### src/rtl/adc_pkg.sv
// Shared types and constants for the LTC2308 scan controller.
// The config-word builder lives here so the bench-facing layout sits next to the bit constants.
package adc_pkg;

  localparam int RESULT_W = 12;
  localparam int CFG_W    = 6;
  localparam int CH_W     = 3;
  localparam int NUM_CH   = 8;

  localparam logic SD  = 1'b1;
  localparam logic UNI = 1'b1;
  localparam logic SLP = 1'b0;

  typedef enum logic [2:0] {
    IDLE,
    CONV,
    GAP,
    SHIFT,
    LATCH,
    PUSH
  } state_t;

  // LTC2308 word order: S/D, O/S, S1, S0, UNI, SLP; O/S carries the channel LSB
  function automatic logic [CFG_W-1:0] cfg_word(input logic [CH_W-1:0] ch);
    return {SD, ch[0], ch[2], ch[1], UNI, SLP};
  endfunction

endpackage

### src/rtl/adc_ch_select.sv
// Combinational round-robin picker: lowest enabled channel strictly above cur_ch,
// wrapping past 7; with only cur_ch enabled the search lands back on cur_ch.
module adc_ch_select
  import adc_pkg::*;
(
  input  logic [NUM_CH-1:0] ch_mask,
  input  logic [CH_W-1:0]   cur_ch,
  output logic [CH_W-1:0]   next_ch
);

  logic            w_found;
  logic [CH_W-1:0] w_idx;

  always_comb begin
    w_found = 1'b0;
    w_idx   = cur_ch;
    next_ch = cur_ch;
    for (int i = 1; i <= NUM_CH; i++) begin
      w_idx = cur_ch + CH_W'(i);
      if (!w_found && ch_mask[w_idx]) begin
        w_found = 1'b1;
        next_ch = w_idx;
      end
    end
  end

endmodule

### src/rtl/adc_scan_ctrl.sv
// LTC2308 continuous scan controller: CONVST pulse, 12-bit SPI frame carrying the next
// channel's config, one-frame result pipeline, and a valid/ready result port with backpressure.
module adc_scan_ctrl
  import adc_pkg::*;
#(
  parameter int CLK_DIV     = 2,
  parameter int CONV_CYCLES = 80
) (
  input  logic                clk,
  input  logic                reset_n,
  input  logic                enable,
  input  logic [NUM_CH-1:0]   ch_mask,
  output logic                adc_convst,
  output logic                adc_sclk,
  output logic                adc_din,
  input  logic                adc_dout,
  output logic                result_valid,
  output logic [CH_W-1:0]     result_ch,
  output logic [RESULT_W-1:0] result_data,
  input  logic                result_ready,
  output logic                busy
);

  localparam int CNT_W = $clog2(CONV_CYCLES + 1);
  localparam int PH_W  = (CLK_DIV > 1) ? $clog2(2 * CLK_DIV) : 1;

  localparam logic [CNT_W-1:0] CONV_LAST = CNT_W'(CONV_CYCLES - 1);
  localparam logic [PH_W-1:0]  PH_RISE   = PH_W'(CLK_DIV - 1);
  localparam logic [PH_W-1:0]  PH_HIGH   = PH_W'(CLK_DIV);
  localparam logic [PH_W-1:0]  PH_LAST   = PH_W'(2 * CLK_DIV - 1);

  state_t              r_state;
  state_t              w_next_state;
  logic [CNT_W-1:0]    r_cnt;
  logic [PH_W-1:0]     r_ph;
  logic [3:0]          r_bit;
  logic [CFG_W-1:0]    r_cfg_sr;
  logic [RESULT_W-1:0] r_shift;
  logic [CH_W-1:0]     r_cur_ch;
  logic [CH_W-1:0]     r_cfg_ch;
  logic [CH_W-1:0]     w_next_ch;
  logic                r_dummy;
  logic                r_valid;
  logic [CH_W-1:0]     r_res_ch;
  logic [RESULT_W-1:0] r_res_data;
  logic                w_run;
  logic                w_conv_done;
  logic                w_shift_done;

  assign w_run        = enable && (ch_mask != '0);
  assign w_conv_done  = (r_state == CONV) && (r_cnt == CONV_LAST);
  assign w_shift_done = (r_state == SHIFT) && (r_bit == 4'd11) && (r_ph == PH_LAST);

  // r_cfg_ch is the channel the ADC was last told to convert; the picker advances from it
  adc_ch_select u_ch_select (
    .ch_mask (ch_mask),
    .cur_ch  (r_cfg_ch),
    .next_ch (w_next_ch)
  );

  always_ff @(posedge clk or negedge reset_n) begin
    if (!reset_n) begin
      r_state <= IDLE;
    end else begin
      r_state <= w_next_state;
    end
  end

  always_comb begin
    w_next_state = r_state;
    case (r_state)
      IDLE:    if (w_run && !r_valid) w_next_state = CONV;
      CONV:    if (w_conv_done) w_next_state = GAP;
      GAP:     w_next_state = SHIFT;
      SHIFT:   if (w_shift_done) w_next_state = LATCH;
      LATCH: begin
        if (!r_dummy)   w_next_state = PUSH;
        else if (w_run) w_next_state = CONV;
        else            w_next_state = IDLE;
      end
      PUSH:    if (result_ready) w_next_state = w_run ? CONV : IDLE;
      default: w_next_state = IDLE;
    endcase
  end

  always_ff @(posedge clk or negedge reset_n) begin
    if (!reset_n) begin
      r_cnt      <= '0;
      r_ph       <= '0;
      r_bit      <= '0;
      r_cfg_sr   <= '0;
      r_shift    <= '0;
      r_cur_ch   <= '0;
      r_cfg_ch   <= '0;
      r_dummy    <= 1'b1;
      r_valid    <= 1'b0;
      r_res_ch   <= '0;
      r_res_data <= '0;
    end else begin
      r_cnt <= (r_state == CONV) ? r_cnt + 1'b1 : '0;
      case (r_state)
        IDLE: r_dummy <= 1'b1;
        GAP: begin
          r_ph     <= '0;
          r_bit    <= '0;
          r_cfg_sr <= cfg_word(w_next_ch);
          r_cur_ch <= r_cfg_ch;
          r_cfg_ch <= w_next_ch;
        end
        SHIFT: begin
          if (r_ph == PH_RISE) r_shift <= {r_shift[RESULT_W-2:0], adc_dout};
          if (r_ph == PH_LAST) begin
            r_ph     <= '0;
            r_bit    <= r_bit + 1'b1;
            r_cfg_sr <= {r_cfg_sr[CFG_W-2:0], 1'b0};
          end else begin
            r_ph <= r_ph + 1'b1;
          end
        end
        LATCH: begin
          if (r_dummy) begin
            r_dummy <= 1'b0;
          end else begin
            r_res_ch   <= r_cur_ch;
            r_res_data <= r_shift;
            r_valid    <= 1'b1;
          end
        end
        PUSH: if (result_ready) r_valid <= 1'b0;
        default: ;
      endcase
    end
  end

  // config bits drain out of r_cfg_sr, so bits 7..12 go out as zero without extra logic
  assign adc_convst   = (r_state == CONV);
  assign adc_sclk     = (r_state == SHIFT) && (r_ph >= PH_HIGH);
  assign adc_din      = (r_state == SHIFT) && r_cfg_sr[CFG_W-1];
  assign busy         = (r_state != IDLE);
  assign result_valid = r_valid;
  assign result_ch    = r_res_ch;
  assign result_data  = r_res_data;

endmodule

### config.mk
export PLATFORM = sky130hd
export DESIGN_NAME = adc_scan_ctrl
export DESIGN_NICKNAME = d
export VERILOG_FILES = /design/src/rtl/adc_pkg.sv /design/src/rtl/adc_ch_select.sv /design/src/rtl/adc_scan_ctrl.sv
export SDC_FILE = /design/constraint.sdc
export NUM_CORES = 1
export LEC_CHECK = 0
export BUFFER_PORTS_ARGS = -buffer_cell sky130_fd_sc_hd__buf_2
export CAP_MARGIN = 40
export CORE_ASPECT_RATIO = 1.75
export CORE_MARGIN = 2
export CORE_UTILIZATION = 30
export CTS_BUF_LIST = sky130_fd_sc_hd__clkbuf_4 sky130_fd_sc_hd__clkbuf_8
export DETAILED_ROUTE_END_ITERATION = 10
export GPL_TIMING_DRIVEN = 0
export SYNTH_ARGS = -nofsm -noshare
export SYNTH_HDL_FRONTEND = slang
export SYNTH_SLANG_ARGS = --single-unit
### constraint.sdc
create_clock -name clk -period 7.4 [get_ports clk]
set_input_delay 0 -clock clk [delete_from_list [all_inputs] [get_ports clk]]
set_output_delay 0 -clock clk [all_outputs]
set_load 0.01 [all_outputs]
# Yosys cells after proc, flatten, opt, wreduce, memory -nomap -nowiden
# Cells that the tools add are included.
totals:
  regBits: 57
  output_inout_bits: 20
  wordCells: 129
classes:
  add_sub_neg: 10
  magnitude_cmp: 9
  eq_ne: 15
  muxes: 49
  bitwise_logic: 1
  n_reduce_logical: 33
ops:
  columns: ["op", "count"]
  rows:
  - ["2-to-1 mux 3 bit", 13]
  - ["less-than comparator 3 x 4 -> 1 bit (second input constant)", 8]
  - ["binary-select mux 1 bit (select 3 bit)", 8]
  - ["2-to-1 mux 1 bit", 18]
  - ["one-hot mux 3 bit (6 select lines)", 1]
  - ["logical AND 1 bit", 14]
  - ["adder 3 bit (second input constant)", 4]
  - ["one-hot mux 6 bit (2 select lines)", 1]
  - ["!= test 2 bit (second input constant)", 5]
  - ["zero test 1 bit", 8]
  - ["one-hot mux 4 bit (2 select lines)", 1]
  - ["nonzero test 8 bit", 1]
  - ["adder 7 x 1 -> 7 bit (second input constant)", 1]
  - ["equality test 7 bit (second input constant)", 1]
  - ["2-to-1 mux 7 bit", 1]
  - ["adder 3 x 2 -> 3 bit (second input constant)", 2]
  - ["equality test 3 x 2 -> 1 bit (second input constant)", 2]
  - ["equality test 3 bit (second input constant)", 2]
  - ["2-to-1 mux 6 bit", 1]
  - ["AND reduction 2 bit", 3]
  - ["nonzero test 2 bit", 3]
  - ["adder 4 x 1 -> 4 bit (second input constant)", 1]
  - ["equality test 4 bit (second input constant)", 1]
  - ["2-to-1 mux 4 bit", 1]
  - ["15 further kinds", 16]

# Depth between registers and ports, before layout
logic_depth:
  depth_word: 26
  ltp_mapped: 12
  ltp_nobuf: 8

# Hierarchy
# A second synthesis with hierarchy kept.
hier_totals:
  cells_unflattened: 312
  area_unflattened_um2: 3449.6
modules_own_cells:
  columns: ["mod", "instances", "cells_each", "area_per_inst_um2", "seq_area_each_um2"]
  rows:
  - ["adc_scan_ctrl", 1, 208, 2484.9, 1402.6]
  - ["adc_ch_select", 1, 104, 964.7, 0.0]

# Worst setup path after synthesis
# OpenSTA, ideal clock, no wires.
synth_timing:
  kind: "reg-to-reg"
  startpoint: "register r_cfg_ch[0]"
  endpoint: "register r_cfg_sr[3]"
  arrival_ns: 3.028
  t_required_ns: 7.313
  setup_slack_ns: 4.285
  stages_incl_launch_ff: 13
  path_buffers: 4
  synth_period_minus_slack_ns: 3.115
  path_cell_list: "dfrtp_1 buf_6 buf_2 inv_1 ha_1 buf_1 inv_1 mux4_2 or3_1 buf_6 a2111oi_4 a2111oi_1 a211oi_2"
synth_between:
  elab_chain_cells: 26
  word_cells_on_any_way: 53
  cone_classes: "7 x add/sub; 32 x mux; 14 x reduce/logical"
synth_rtl:
  columns: ["element", "line", "text"]
  rows:
  - ["start, declared", "adc_scan_ctrl.sv:40", "logic [CH_W-1:0] r_cfg_ch;"]
  - ["start signal, assigned", "adc_scan_ctrl.sv:108", "r_cfg_ch <= w_next_ch;"]
  - ["adder 3 x 1 -> 3 bit", "adc_ch_select.sv:19", "w_idx = cur_ch + CH_W'(i);"]
  - ["binary-select mux 1 bit (select 3 bit)", "adc_ch_select.sv:20", "if (!w_found && ch_mask[w_idx]) begin"]
  - ["2-to-1 mux 1 bit (implied by the code)", "adc_ch_select.sv:20", null]
  - ["2-to-1 mux 1 bit", "adc_ch_select.sv:20", null]
  - ["zero test 1 bit", "adc_ch_select.sv:20", null]
  - ["logical AND 1 bit", "adc_ch_select.sv:20", null]
  - ["2-to-1 mux 1 bit", "adc_ch_select.sv:20", null]
  - ["zero test 1 bit", "adc_ch_select.sv:20", null]
  - ["(+10 left out)", null, null]
  - ["2-to-1 mux 1 bit", "adc_ch_select.sv:20", null]
  - ["zero test 1 bit", "adc_ch_select.sv:20", null]
  - ["logical AND 1 bit", "adc_ch_select.sv:20", null]
  - ["2-to-1 mux 1 bit", "adc_ch_select.sv:20", null]
  - ["zero test 1 bit", "adc_ch_select.sv:20", null]
  - ["logical AND 1 bit", "adc_ch_select.sv:20", null]
  - ["2-to-1 mux 3 bit *", "adc_ch_select.sv:20", null]
  - ["one-hot mux 6 bit (2 select lines) *", "adc_scan_ctrl.sv:101", "case (r_state)"]
  - ["end signal, assigned", "adc_scan_ctrl.sv:106", "r_cfg_sr <= cfg_word(w_next_ch);"]
  - ["end signal, assigned", "adc_scan_ctrl.sv:115", "r_cfg_sr <= {r_cfg_sr[CFG_W-2:0], 1'b0};"]
  - ["end, declared", "adc_scan_ctrl.sv:37", "logic [CFG_W-1:0] r_cfg_sr;"]
# Every way passes the cells marked *; elsewhere a longest branch is shown, timed or not. The select of a mux whose other input is x is not followed.
# A chain may end at the register's enable or synchronous reset.

# Final worst setup path
layout_timing:
  startpoint: "register r_cfg_ch[0]"
  endpoint: "register r_cfg_ch[1]"
layout_between:
  elab_chain_cells: 25
  word_cells_on_any_way: 52
  cone_classes: "7 x add/sub; 31 x mux; 14 x reduce/logical"
layout_rtl:
  columns: ["element", "line"]
  rows:
  - ["adder 3 x 1 -> 3 bit", "adc_ch_select.sv:19"]
  - ["binary-select mux 1 bit (select 3 bit)", "adc_ch_select.sv:20"]
  - ["2-to-1 mux 1 bit (implied by the code)", "adc_ch_select.sv:20"]
  - ["2-to-1 mux 1 bit", "adc_ch_select.sv:20"]
  - ["zero test 1 bit", "adc_ch_select.sv:20"]
  - ["logical AND 1 bit", "adc_ch_select.sv:20"]
  - ["2-to-1 mux 1 bit", "adc_ch_select.sv:20"]
  - ["zero test 1 bit", "adc_ch_select.sv:20"]
  - ["(+9 left out)", null]
  - ["logical AND 1 bit", "adc_ch_select.sv:20"]
  - ["2-to-1 mux 1 bit", "adc_ch_select.sv:20"]
  - ["zero test 1 bit", "adc_ch_select.sv:20"]
  - ["logical AND 1 bit", "adc_ch_select.sv:20"]
  - ["2-to-1 mux 1 bit", "adc_ch_select.sv:20"]
  - ["zero test 1 bit", "adc_ch_select.sv:20"]
  - ["logical AND 1 bit", "adc_ch_select.sv:20"]
  - ["2-to-1 mux 3 bit *", "adc_ch_select.sv:20"]
# Marks and branches as above.

==> results <==
- The number of antenna diodes in the final layout is 0.
- The leakage power is 1.73 nW.
- The worst hold path belongs to the class primary input to flop.
- The count of placed standard cells including taps is 479.
- The number of cells produced by synthesis is 313.
- The full die area is 12000 um2.
- The number of port buffers is 32.
- The kind of cell with the highest combined delay along the critical path is buffers and inverters.
- The number of DRC markers in iteration 0 is 159.
- The floorplan step set the die width to 83.8 um.
- STA puts the critical path data arrival time at 3.88 ns.
- The pin count of the biggest net entering global routing is 32.
- Summed over all nets, the half-perimeter wirelength after detailed placement is 5850 um.
- The total overflow left after global routing is 0.
- The placement row count is 51.
- The die boundary height is 144 um.
- The power after layout is 650 uW.
- After detailed routing, the average wire length per cell comes to 15.9 um.
- The CTS root buffer is clkbuf_8.
- Sequential cells were found to cover 42.0% of the synthesized design area.
- Sorting the synthesized cells by area gives the leading types as dfrtp_1 (41%), mux2_2 (13%), mux4_1 (3.9%).
- The count of vias placed by the detailed router is 2606.
- The layout overhead on the synthesized area is 13.9%.
- The total track usage is 13.2%.
- Among all flip-flop cells after synthesis, the most frequent one is dfrtp_1.
- The top-area cell type share of the netlist area is 41.2%.
- The count of cells in the finished layout, fillers not included, comes to 489.
- The total number of yosys warnings is 0.
- After clock tree synthesis, the clock-pin slew on the worst setup and hold paths is 0.10 ns.
- The initial cell density of the core is 30.4%.
- After layout, the worst path uses 49.9% of the clock period.
- The number of distinct library cell variants in the gate-level netlist after synthesis is 57.
- The number of nets in the final layout is 376.
- For this design the top-level I/O count stands at 33.
- The transition time at the pin with the least slew margin is 0.800 ns.
- The worst setup path is captured at a flop.
- The fill cell instance count of the final layout is 1155.
- Across the run, the number of max-cap violations was 0.
- After detailed routing, the total wire length is 7800 um.
- By count the netlist is led by dfrtp_1 (55), mux2_2 (40), nand2_1 (27), nor2_1 (23), o21ai_0 (21).
- The cell area that synthesis handed to floorplanning was 3340 um2.
- The async set-or-reset flop fraction in the synthesized netlist is 100%.
- The setup path with the least slack is of type flop to flop.
- Along the worst path, the maximum fanout reaches 10.
- The total number of clock tree sinks is 56.
- The buffer levels on the longest clock path is 2.
- The latest clock arrival within the worst-skew pair is 0.33 ns.
- In this run, synthesis produced a sequential element count of 56.
- In this run the post-CTS setup repair buffer count came out at 0.
- The first global-routing pass estimated 12900 um of wire.
- Setup repair after global routing left no endpoint under its margin.
- Buffers inserted during clock tree synthesis total 5.
- The core area is 11000 um2.
- The startpoint type of the worst setup path is a flop.
- The critical path goes through buf_6 -> buf_2 -> inv_1 -> ha_1 -> buf_1 -> inv_1 -> mux4_2 -> or3_1 -> buf_6 -> a211o_1 -> a32oi_1 -> o22ai_1.
- The highest-delay cell along the critical path is mux4_2.
- The DRC violations left is 0.
- Measured against its own limit, the worst slew margin works out to 46.6%.
- The total of endpoints with negative setup slack in the final report is 0.
- The number of flops mapped to enable cells by yosys is 0.
- The CTS tree is built.
- The clock period minus final worst setup slack is 3.70 ns.
- In the final layout, the share of cells above drive strength 1 is 26.9%.
- The total count of max-transition violations in the final report was 0.
- The total of hold buffers inserted after clock tree synthesis is 2.
- The worst-case vdd ir drop is 0.0988 mV.
- The residual antenna-violating net count after detailed routing is 0.
- The leading area contributor after synthesis is dfrtp_1.
- The final-layout setup total negative slack is 0 ns.
- The last weighted congestion value of the routability-driven placer is 0.824.
- The length of the first detailed-routing pass in iterations is 4.
- The required time at the endpoint of the critical path is 7.58 ns.
- Together, buffers and inverters on the worst path number 6.
- The post-detailed-route via-to-cell ratio is 5.33.
- In the post-synthesis netlist, the cell with the most instances is dfrtp_1.
- The run finished with clean final reports.
- The average instance area after synthesis is 10.7 um2.
- Static timing analysis puts the maximum clock frequency at 0.271 GHz.
- The post-cts sizing count is 0.
- For this run, the slowest stage of the critical path takes 0.51 ns.
- The post-synthesis net count is 333.
- The via count of the first global-routing pass was 2617.
- The count of final hold-check violations came to 0.
- The H-tree was split into 2 levels.
- In this run the power density over the cells is 171 nW/um2.
- The number of antenna violations at the first check in global routing is 0.
- Clock skew on the completed layout was measured at 0.0117 ns.
==> kinds of logic after synthesis <==
family | Yosys count | share of synthesized area, %
compound gates | 65 | 13.2
simple gates | 96 | 14.1
flops | 56 | 42.0
buf+inv | 25 | 3.30
xor+xnor | 8 | 2.10
fa+ha+maj | 7 | 2.62
mux | 56 | 22.6
==> state kept, by name (all words and copies together), names as in the netlist, 2 cells and up <==
signal	flops
r_shift	12
result_data	12
r_bit	4
r_ph	2
result_ch	3
r_cfg_ch	3
r_cfg_sr	5
r_cnt	7
r_state	3
r_cur_ch	3
==> worst paths after layout <==
kind | startpoint | end | slack [ns] | cells past startpoint
worst max-delay path | r_cfg_ch[0] | r_cfg_ch[1] | 3.70 | 12
worst min-delay path | enable | r_state[0] | 0.02 | 3
worst max register to register | r_cfg_ch[0] | r_cfg_ch[1] | 3.70 | 12
worst min register to register | r_cnt[0] | r_cnt[0] | 0.47 | 1
max in group asynchronous | reset_n | r_dummy | 6.48 | 3
min in group asynchronous | reset_n | result_data[6] | 0.24 | 2
==> worst register-to-register path, cell delays in order (launching register included) <==
cell	delay, ns
dfrtp_1	0.44
buf_6	0.18
buf_2	0.28
inv_1	0.15
ha_1	0.30
buf_1	0.34
inv_1	0.15
mux4_2	0.51
or3_1	0.38
buf_6	0.15
a211o_1	0.26
a32oi_1	0.26
o22ai_1	0.17
==> per-layer routing <==
metal / global-route usage [%] / up-vias / wire, um
met1: 14.6 / 1306 / 3070
met3: 1.44 / 12 / 180
li1: - / 1242 / -
met4: 7.13 / 0 / 267
met5: 0 / - / 0
met2: 24.5 / 46 / 4280
==> through the flow <==
stage	utilization, %	hold slack [ns]	cell area, um2	worst slack, ns
after floorplan	-	-0.296	3340	4.29
after global placement	33.4	0.243	3660	3.81
after detailed placement	33.6	0.0933	3690	3.77
after CTS	34.7	0.0139	3800	3.72
after global routing	34.7	0.0222	3800	3.42
final	34.7	0.0192	3800	3.70
==> cell type report <==
| class | count | area, um2 | area share, % |
|---|---|---|---|
| Buffer | 13 | 65.1 | 1.71 |
| Clock inverter | 3 | 22.5 | 0.592 |
| Clock buffer | 5 | 68.8 | 1.81 |
| Multi-Input combinational cell | 232 | 1830 | 48.0 |
| Sequential cell | 56 | 1400 | 36.9 |
| Timing Repair Buffer | 36 | 208 | 5.46 |
| Tap cell | 132 | 165 | 4.34 |
| Inverter | 12 | 45.0 | 1.18 |
==> where the power goes <==
part	internal (mW)	switching, mW	total (mW)	leakage, nW
logic	0.0527	0.0809	0.134	0.928
registers	0.324	0.0168	0.341	0.756
clock network	0.0681	0.107	0.175	0.0485
total	0.445	0.205	0.650	1.73
==> cell usage in the layout, fill, tap and decap left out, drive strengths merged, types with 2 or more instances in the layout <==
cell,n
nand3,9
and3b,2
o21ai,22
ha,7
or3,4
a21oi,11
o22ai,3
dfrtp,55
and3,2
a221oi,2
buf,38
nor2,23
clkbuf,14
a21o,3
nand3b,2
mux2i,5
mux4,10
a21boi,2
and2,5
a2111oi,2
nor3,8
xnor2,4
mux2,41
nand2,27
xor2,4
dlygate4sd3,2
o31ai,4
a211oi,3
nor4,4
clkinv,3
inv,12
a31oi,4
nand2b,3
Power figures use the tool's default switching activity.
